[config.mk]
export PLATFORM = sky130hd
export DESIGN_NAME = cas_fsk_player
export DESIGN_NICKNAME = d
export VERILOG_FILES = /design/src/rtl/cas_fsk_player.sv
export SDC_FILE = /design/constraint.sdc
export NUM_CORES = 1
export LEC_CHECK = 0
export ABC_AREA = 0
export ABC_CLOCK_PERIOD_IN_PS = 4900
export CORE_MARGIN = 3
export CORE_UTILIZATION = 61
export CTS_CLUSTER_SIZE = 30
export DETAILED_ROUTE_END_ITERATION = 16
export PLACE_DENSITY = 0.87
export SYNTH_ARGS = -nofsm -noshare
export SYNTH_HDL_FRONTEND = slang
export SYNTH_SLANG_ARGS = --single-unit
export TNS_END_PERCENT = 50
[constraint.sdc]
create_clock -name clk -period 4.9 [get_ports clk]
set_clock_uncertainty 0.05 [all_clocks]
set_input_delay 0.98 -clock clk [delete_from_list [all_inputs] [get_ports clk]]
set_output_delay 0.98 -clock clk [all_outputs]
set_load 0.05 [all_outputs]
[src/rtl/cas_fsk_player.sv]
// Cassette FSK player: fetches .CAS bytes from the cassette SRAM and plays them
// LSB-first as one square-wave cycle per bit (long half = 0, short half = 1).
module cas_fsk_player #(
    parameter int HALF_ZERO = 23864,
    parameter int HALF_ONE  = 11932,
    parameter int RD_LAT    = 2
) (
    input  logic        clk,
    input  logic        COCO_RESET_N,
    input  logic        en,
    input  logic        rewind,
    input  logic [15:0] tape_len,
    output logic [15:0] rd_addr,
    input  logic [7:0]  rd_data,
    output logic        casdout,
    output logic        playing,
    output logic        eot
);

    typedef enum logic [2:0] {
        S_IDLE,
        S_FETCH,
        S_HIGH,
        S_LOW,
        S_END
    } state_t;

    localparam logic [15:0] LAST_ZERO = 16'(HALF_ZERO - 1);
    localparam logic [15:0] LAST_ONE  = 16'(HALF_ONE - 1);
    localparam logic [1:0]  LAT_LAST  = 2'(RD_LAT);

    state_t      r_state;
    logic [15:0] r_addr;
    logic [7:0]  r_shift;
    logic [2:0]  r_bit;
    logic [15:0] r_cnt;
    logic        r_one;
    logic [1:0]  r_lat;
    logic        r_casdout;
    logic        r_playing;
    logic        r_eot;

    logic [15:0] w_last;
    logic        w_half_done;
    logic [15:0] w_addr_nx;

    // r_one is captured when HIGH is entered so the following LOW uses the same length
    assign w_last      = r_one ? LAST_ONE : LAST_ZERO;
    assign w_half_done = (r_cnt == w_last);
    assign w_addr_nx   = r_addr + 16'd1;

    always_ff @(posedge clk or negedge COCO_RESET_N) begin
        if (!COCO_RESET_N) begin
            r_state   <= S_IDLE;
            r_addr    <= '0;
            r_shift   <= '0;
            r_bit     <= '0;
            r_cnt     <= '0;
            r_one     <= 1'b0;
            r_lat     <= '0;
            r_casdout <= 1'b0;
            r_playing <= 1'b0;
            r_eot     <= 1'b0;
        end else if (rewind) begin
            r_state   <= S_IDLE;
            r_addr    <= '0;
            r_bit     <= '0;
            r_cnt     <= '0;
            r_lat     <= '0;
            r_casdout <= 1'b0;
            r_playing <= 1'b0;
            r_eot     <= 1'b0;
        end else begin
            case (r_state)
                S_IDLE: begin
                    if (en) begin
                        r_lat <= '0;
                        if (r_addr >= tape_len) begin
                            r_state <= S_END;
                            r_eot   <= 1'b1;
                        end else begin
                            r_state <= S_FETCH;
                        end
                    end
                end
                S_FETCH: begin
                    // a pause restarts the read latency so rd_data is re-qualified
                    if (!en) begin
                        r_lat <= '0;
                    end else if (r_lat == LAT_LAST) begin
                        r_shift   <= rd_data;
                        r_bit     <= '0;
                        r_one     <= rd_data[0];
                        r_cnt     <= '0;
                        r_casdout <= 1'b1;
                        r_playing <= 1'b1;
                        r_state   <= S_HIGH;
                    end else begin
                        r_lat <= r_lat + 2'd1;
                    end
                end
                S_HIGH: begin
                    if (!en) begin
                        r_casdout <= 1'b0;
                        r_playing <= 1'b0;
                    end else begin
                        r_playing <= 1'b1;
                        if (w_half_done) begin
                            r_cnt     <= '0;
                            r_casdout <= 1'b0;
                            r_state   <= S_LOW;
                        end else begin
                            r_cnt     <= r_cnt + 16'd1;
                            r_casdout <= 1'b1;
                        end
                    end
                end
                S_LOW: begin
                    r_casdout <= 1'b0;
                    if (!en) begin
                        r_playing <= 1'b0;
                    end else if (w_half_done) begin
                        r_cnt <= '0;
                        if (r_bit != 3'd7) begin
                            r_shift   <= r_shift >> 1;
                            r_one     <= r_shift[1];
                            r_bit     <= r_bit + 3'd1;
                            r_casdout <= 1'b1;
                            r_playing <= 1'b1;
                            r_state   <= S_HIGH;
                        end else begin
                            r_addr    <= w_addr_nx;
                            r_lat     <= '0;
                            r_playing <= 1'b0;
                            if (w_addr_nx == tape_len) begin
                                r_state <= S_END;
                                r_eot   <= 1'b1;
                            end else begin
                                r_state <= S_FETCH;
                            end
                        end
                    end else begin
                        r_cnt     <= r_cnt + 16'd1;
                        r_playing <= 1'b1;
                    end
                end
                S_END: begin
                    r_casdout <= 1'b0;
                    r_playing <= 1'b0;
                    r_eot     <= 1'b1;
                end
                default: r_state <= S_IDLE;
            endcase
        end
    end

    assign rd_addr = r_addr;
    assign casdout = r_casdout;
    assign playing = r_playing;
    assign eot     = r_eot;

endmodule

==> results of run 1 <==
cells by family after synthesis:
family	after synthesis
xor gates and xnor gates	41
AOI/OAI and AO/OA	83
DFF	51
muxes	4
adders and majority gates	21
and+or+nand+nor	195
buffers and inverters	43
final timing paths:
check / startpoint / endpoint / slack, ps / cells after the start
max: tape_len[10] / eot / 1540 / 10
min: r_lat[1] / r_lat[1] / 470 / 1
max reg2reg: r_cnt[0] / r_shift[2] / 1900 / 7
min reg2reg: r_lat[1] / r_lat[1] / 470 / 1
max in group asynchronous: COCO_RESET_N / r_state[1] / 3660 / 2
min in group asynchronous: COCO_RESET_N / r_cnt[11] / 720 / 2
worst reg2reg max path, delay by kind of cell (launching register included):
family,cells,cell delay [ps]
fa+ha+maj,1,250
flops,1,420
compound gates,3,970
simple gates,3,1140
through the flow:
step	util, %	instance area [um2]	hold WS [ps]
4_1_cts	74.6	4260	464
3_3_place_gp	73.0	4170	424
6_report	74.6	4260	465
3_5_place_dp	73.0	4170	443
2_1_floorplan	-	3720	412
5_1_grt	74.6	4260	514
registers in the layout (all words and copies together) (netlist names):
| name | cells |
|---|---|
| casdout | 1 |
| eot | 1 |
| playing | 1 |
| r_bit | 3 |
| r_cnt | 16 |
| r_lat | 2 |
| r_shift | 8 |
| r_state | 3 |
| rd_addr | 16 |
placed cells by master, fill, tap and decap left out, types with 4 or more instances in the layout:
cell type | Yosys | final
nand2_1 | 50 | 50
xnor2_1 | 20 | 20
clkbuf_8 | 0 | 5
ha_1 | 21 | 21
clkdlybuf4s50_1 | 0 | 45
nand4_1 | 16 | 16
inv_1 | 22 | 22
a31oi_1 | 9 | 9
and3_1 | 4 | 4
nand2b_1 | 4 | 4
a21o_1 | 5 | 5
o21ai_0 | 26 | 26
xor2_1 | 21 | 21
o21ai_1 | 4 | 4
nand3_1 | 21 | 21
a21oi_1 | 14 | 14
dfrtp_1 | 51 | 51
nor2_1 | 53 | 53
or3_1 | 4 | 4
nor3_1 | 10 | 10
routing by layer:
metal	share of wire [%]	up-vias	global-route usage (%)
li1	-	1616	-
met4	2.6	0	9.94
met5	0	-	0
met3	6.2	20	4.15
met1	41	1614	32.4
met2	50	142	43.4
power by group:
| part | leakage [nW] | total (mW) | internal [mW] | switching (mW) |
|---|---|---|---|---|
| Sequential | 0.700 | 0.464 | 0.444 | 0.0204 |
| Clock | 0.0461 | 0.249 | 0.103 | 0.146 |
| Combinational | 1.09 | 0.126 | 0.0570 | 0.0688 |
area by class of cell:
type / count / area share [%]
repair buffers: 48 / 11.0
inverters: 22 / 1.94
well taps: 72 / 2.12
clock inverters: 3 / 0.558
flip-flops and latches: 51 / 30.0
multi-input cells: 344 / 52.8
clock buffers: 5 / 1.62
==> results.json, run 1 <==
{
  "p_leak_nw": 1.84,
  "grt.overflow.total": 0,
  "yosys.cell_count.top_type": "nor2_1",
  "ios": 47,
  "yosysWarnings": 0,
  "synthCells": 438,
  "slowest_delay_ps": 610,
  "ys.flop_type": "dfrtp_1",
  "multi_input_area_mm2": 0.00225,
  "gr-usage-all-layers_pct": 25.6,
  "synthSimpleGateAreaFrac_pct": 27.8,
  "seq_area_frac_synth_pct": 34.3,
  "synth_cell_types": 63,
  "wire_per_inst_um": 16.4,
  "arrival_ps": 3540,
  "synth_nets": 487,
  "core_mm2": 0.00571,
  "pre_cts_ws_ps": 1340,
  "min_path_type": "register to register",
  "finalCritPeriodShare_pct": 68.6,
  "tritoncts": "yes",
  "max_slew.worst_pin.slew_ps": 959,
  "clk_pin_slew_worst_paths_ps": 90,
  "final_cell_count_no_fill": 545,
  "fmax_ghz": 0.297,
  "synth-edff-count": 0,
  "fillers": 429,
  "max-vdd-ir-drop_mv": 0.224,
  "synth.mux.area_fraction_pct": 1.11,
  "port_buffers": 46,
  "fp.dieH_um": 84.1,
  "area_delta_synth_final_pct": 14.6,
  "final_max_slew_viol_count": 0,
  "antenna_found_initial": 0,
  "final-hold-violation-count": 0,
  "path_class": "input pin to register",
  "dieArea_mm2": 0.00707,
  "grt_pass1_vias": 3279,
  "synth.top_cell.area_share_pct": 34.3,
  "regArea_mm2": 0.00128,
  "vias_per_cell": 6.22,
  "post-place-cells": 537,
  "cts_sinks": 51,
  "period_needed_ps": 3360,
  "setup_violations": 0,
  "firstDrtPassIters": 5,
  "layout.nets": 521,
  "worstPathCellList": "clkdlybuf4s50_1 > inv_1 > ha_1 > nand2_1 > nor3_1 > o211ai_1 > o21ai_0 > a21oi_1 > or4_1 > o21ai_1",
  "cp.required_ps": 5080,
  "synth.avg_cell_area_um2": 8.49,
  "syn_area_mm2": 0.00372,
  "slew_headroom_pct": 35.9,
  "num_vias": 3392,
  "routed_wl_mm": 8.93,
  "critPathMaxFanout": 6,
  "layout-drive-gt1-share_pct": 4.86,
  "async_flop_share_pct": 100,
  "synth_top_family_by_area": "simple AND/OR/NAND/NOR gates",
  "ctsResizeCount": 0,
  "drt_drc_violations_left": 0,
  "die_x_um": 84.1,
  "cts_root_buf": "clkbuf_8",
  "outcome": "finished clean",
  "worst_setup_path_end_kind": "register",
  "cap_viol_max_count": 0,
  "place_congestion": 0.890,
  "initial_core_util_pct": 65.1,
  "grt_pass1_wl_mm": 15.0,
  "rsz0062_at_grt": "no",
  "htreeDepth": 2,
  "cts_hold_buf": 0,
  "grt_max_degree": 52,
  "cts_setup_buffers": 0,
  "diodes": 0,
  "ctsLongestPathBuffers": 2,
  "synth-compound-area-share_pct": 14.8,
  "synthTopCellsByCount": "nor2_1 (53), dfrtp_1 (51), nand2_1 (50)",
  "clock_latency_ps": 310,
  "power_density_mw_per_mm2": 197,
  "synth_area_leaders": "dfrtp_1 (34%), ha_1 (7.1%), nor2_1 (5.4%), nand2_1 (5.0%), xor2_1 (4.9%)",
  "synth-adder-area-share_pct": 7.07,
  "drtIter0Drc": 182,
  "path_buf_inv": 2,
  "cts-buffers-inserted": 5,
  "postRouteAntennaNets": 0,
  "slowest_stage": "clkdlybuf4s50_1",
  "timing.final.ws_setup_ps": 1540,
  "ys_seq_elements": 51,
  "row_count": 27,
  "fin_tns_setup_ps": 0,
  "yosysTopAreaCell": "dfrtp_1",
  "critPathLaunchType": "input pin",
  "cp_top_family": "simple AND/OR/NAND/NOR gates",
  "p_total_mw": 0.839,
  "dp_hpwl_mm": 6.61,
  "synthXorXnorAreaFrac_pct": 9.66
}
Power figures use the tool's default switching activity.
==> run 2: changes to the inputs <==
--- a/config.mk
+++ b/config.mk
@@ -6,12 +6,12 @@
 export NUM_CORES = 1
 export LEC_CHECK = 0
 export ABC_AREA = 0
-export ABC_CLOCK_PERIOD_IN_PS = 4900
+export ABC_CLOCK_PERIOD_IN_PS = 2700
 export CORE_MARGIN = 3
-export CORE_UTILIZATION = 61
+export CORE_UTILIZATION = 51
 export CTS_CLUSTER_SIZE = 30
 export DETAILED_ROUTE_END_ITERATION = 16
-export PLACE_DENSITY = 0.87
+export PLACE_DENSITY = 0.77
 export SYNTH_ARGS = -nofsm -noshare
 export SYNTH_HDL_FRONTEND = slang
 export SYNTH_SLANG_ARGS = --single-unit
==> constraint.sdc (replaced) <==
create_clock -name clk -period 2.7 [get_ports clk]
set_clock_uncertainty 0.05 [all_clocks]
set_input_delay 0.54 -clock clk [delete_from_list [all_inputs] [get_ports clk]]
set_output_delay 0.54 -clock clk [all_outputs]
set_load 0.05 [all_outputs]
==> run 2 against run 1 <==
Compared with the run above:
- sequential share of layout area fell by 2.1 points
- flip-flop and latch count unchanged
- non-clock buffer count increased by 36
- highest routed layer unchanged
- via count is 0.15% lower
- largest cell class unchanged
- hold slack worse by 250 ps
==> results.json, run 2 (same netlist as run 1, synthesis figures left out) <==
{
  "outcome": "finished clean",
  "cts-buffers-inserted": 5,
  "antenna_found_initial": 0,
  "final_cell_count_no_fill": 605,
  "critPathLaunchType": "input pin",
  "path_buf_inv": 2,
  "slowest_delay_ps": 540,
  "drtIter0Drc": 186,
  "period_needed_ps": 2620,
  "layout.nets": 557,
  "initial_core_util_pct": 53.5,
  "grt_max_degree": 29,
  "worst_setup_path_end_kind": "register",
  "num_vias": 3387,
  "comb_power_share_pct": 16.9,
  "fmax_ghz": 0.382,
  "pwr-share-clk_pct": 28.7,
  "seq_power_share_pct": 54.4,
  "cts_setup_buffers": 0,
  "place_congestion": 0.866,
  "slowest_stage": "clkdlybuf4s50_1",
  "dp_hpwl_mm": 6.64,
  "timing.hold.ws_ps": 213,
  "routed_wl_mm": 8.64,
  "ctsLongestPathBuffers": 2,
  "ios": 47,
  "clock_latency_ps": 310,
  "htreeDepth": 2,
  "max_slew.worst_pin.slew_ps": 651,
  "grt_pass1_vias": 3285,
  "critPathMaxFanout": 5,
  "internal_power_mw": 1.12,
  "reg2reg_setup_slack_ps": 220,
  "arrival_ps": 2800,
  "final_max_slew_viol_count": 0,
  "area_delta_synth_final_pct": 23.1,
  "cts_hold_buf": 0,
  "fp.dieH_um": 91.4,
  "clk_pin_slew_worst_paths_ps": 100,
  "switchingPower_mw": 0.425,
  "fin_util_pct": 65.9,
  "path_class": "input pin to register",
  "wire_per_inst_um": 14.3,
  "vias_per_cell": 5.60,
  "min_path_type": "input pin to async pin",
  "post-place-cells": 597,
  "drt_drc_violations_left": 0,
  "die_x_um": 91.4,
  "core_mm2": 0.00694,
  "cap_viol_max_count": 0,
  "firstDrtPassIters": 4,
  "final-hold-violation-count": 0,
  "cts_root_buf": "clkbuf_8",
  "rsz0062_at_grt": "no",
  "row_count": 30,
  "layout-drive-gt1-share_pct": 11.8,
  "cp_top_family": "compound AO/OA/AOI/OAI gates",
  "tritoncts": "yes",
  "diodes": 0,
  "max-vdd-ir-drop_mv": 0.262,
  "gr-usage-all-layers_pct": 21.0,
  "grt_pass1_wl_mm": 14.8,
  "cp.required_ps": 2890,
  "postRouteAntennaNets": 0,
  "final_cell_mix": "nor2_1 (53), dfrtp_1 (51), nand2_1 (50)",
  "finalCritPeriodShare_pct": 97.0,
  "dieArea_mm2": 0.00835,
  "slew_headroom_pct": 56.6,
  "cts_sinks": 51,
  "grt.overflow.total": 0,
  "worstPathCellList": "clkdlybuf4s50_1 > inv_1 > ha_1 > a21oi_1 > o21ai_0 > a221oi_2 > o21ai_1 > nor2b_1 > o41ai_1 > a21o_1",
  "port_buffers": 46,
  "setup_violations": 0,
  "p_leak_nw": 2.02,
  "power_density_mw_per_mm2": 337,
  "final_common_cell": "nor2_1",
  "swShare_pct": 27.6
}
[run 2: worst paths after layout]
| path | start | end | cells after the start |
|---|---|---|---|
| max | tape_len[9] | r_state[0] | 10 |
| min | COCO_RESET_N | r_bit[2] | 1 |
| max reg2reg | rd_addr[1] | r_state[0] | 7 |
| min reg2reg | r_lat[1] | r_lat[1] | 1 |
| max in group asynchronous | COCO_RESET_N | r_cnt[9] | 2 |
| min in group clk | r_lat[1] | r_lat[1] | 1 |
[run 2: routing by layer]
| layer | GRT usage (%) | share of wire (%) | up-vias |
|---|---|---|---|
| li1 | - | - | 1687 |
| met1 | 27.1 | 46 | 1613 |
| met2 | 36.8 | 49 | 77 |
| met3 | 2.49 | 4.0 | 10 |
| met4 | 5.90 | 1.4 | 0 |
| met5 | 0 | 0 | - |
[run 2: area by class of cell]
class	count	area (um2)
flip-flops and latches	51	1280
clock buffers	6	72.6
well taps	96	120
fillers	581	2370
multi-input cells	344	2260
inverters	22	82.6
clock inverters	2	12.5
repair buffers	84	753
[run 2: metrics by stage]
step | setup TNS [ps] | worst slack, ps | power (mW) | instance area (um2)
2_1_floorplan | 0 | 49.1 | 0.983 | 3720
3_3_place_gp | -647 | -235 | 1.10 | 4480
3_5_place_dp | -839 | -317 | 1.11 | 4480
4_1_cts | 0 | 33.7 | 1.55 | 4570
5_1_grt | 0 | 15.5 | 1.61 | 4580
6_report | 0 | 81.8 | 1.54 | 4580
[run 2: power groups by stage]
| stage | Sequential [mW] | Combinational, mW | Clock [mW] |
|---|---|---|---|
| 2_1_floorplan | 0.851 | 0.132 | 0 |
| 3_3_place_gp | 0.850 | 0.255 | 0 |
| 3_5_place_dp | 0.853 | 0.262 | 0 |
| 4_1_cts | 0.838 | 0.263 | 0.450 |
| 5_1_grt | 0.845 | 0.294 | 0.474 |
| 6_report | 0.838 | 0.261 | 0.442 |
[run 2: worst reg2reg max path, cell delays in order (launching register included)]
cell       delay, ps
dfrtp_1          480
ha_1             340
and4_1           250
nand3_1          160
or4b_1           540
o2bb2ai_1        250
nand3_2          130
a21o_1           170
[run 2: timing repair]
item / in CTS / in global routing
setup endpoints to repair: 1 / 3
endpoints found under the hold margin: 0 / 0
pin swaps: 0 / 0
gates resized for setup: 1 / 2
cloned: 0 / 0
==> run 3: changes to the inputs <==
--- a/config.mk
+++ b/config.mk
@@ -11,6 +11,7 @@
 export CORE_UTILIZATION = 51
 export CTS_CLUSTER_SIZE = 30
 export DETAILED_ROUTE_END_ITERATION = 16
+export GPL_ROUTABILITY_DRIVEN = 0
 export PLACE_DENSITY = 0.77
 export SYNTH_ARGS = -nofsm -noshare
 export SYNTH_HDL_FRONTEND = slang
==> results of run 3 <==
No change in the layout: final DEF, timing and power equal those of run 2.
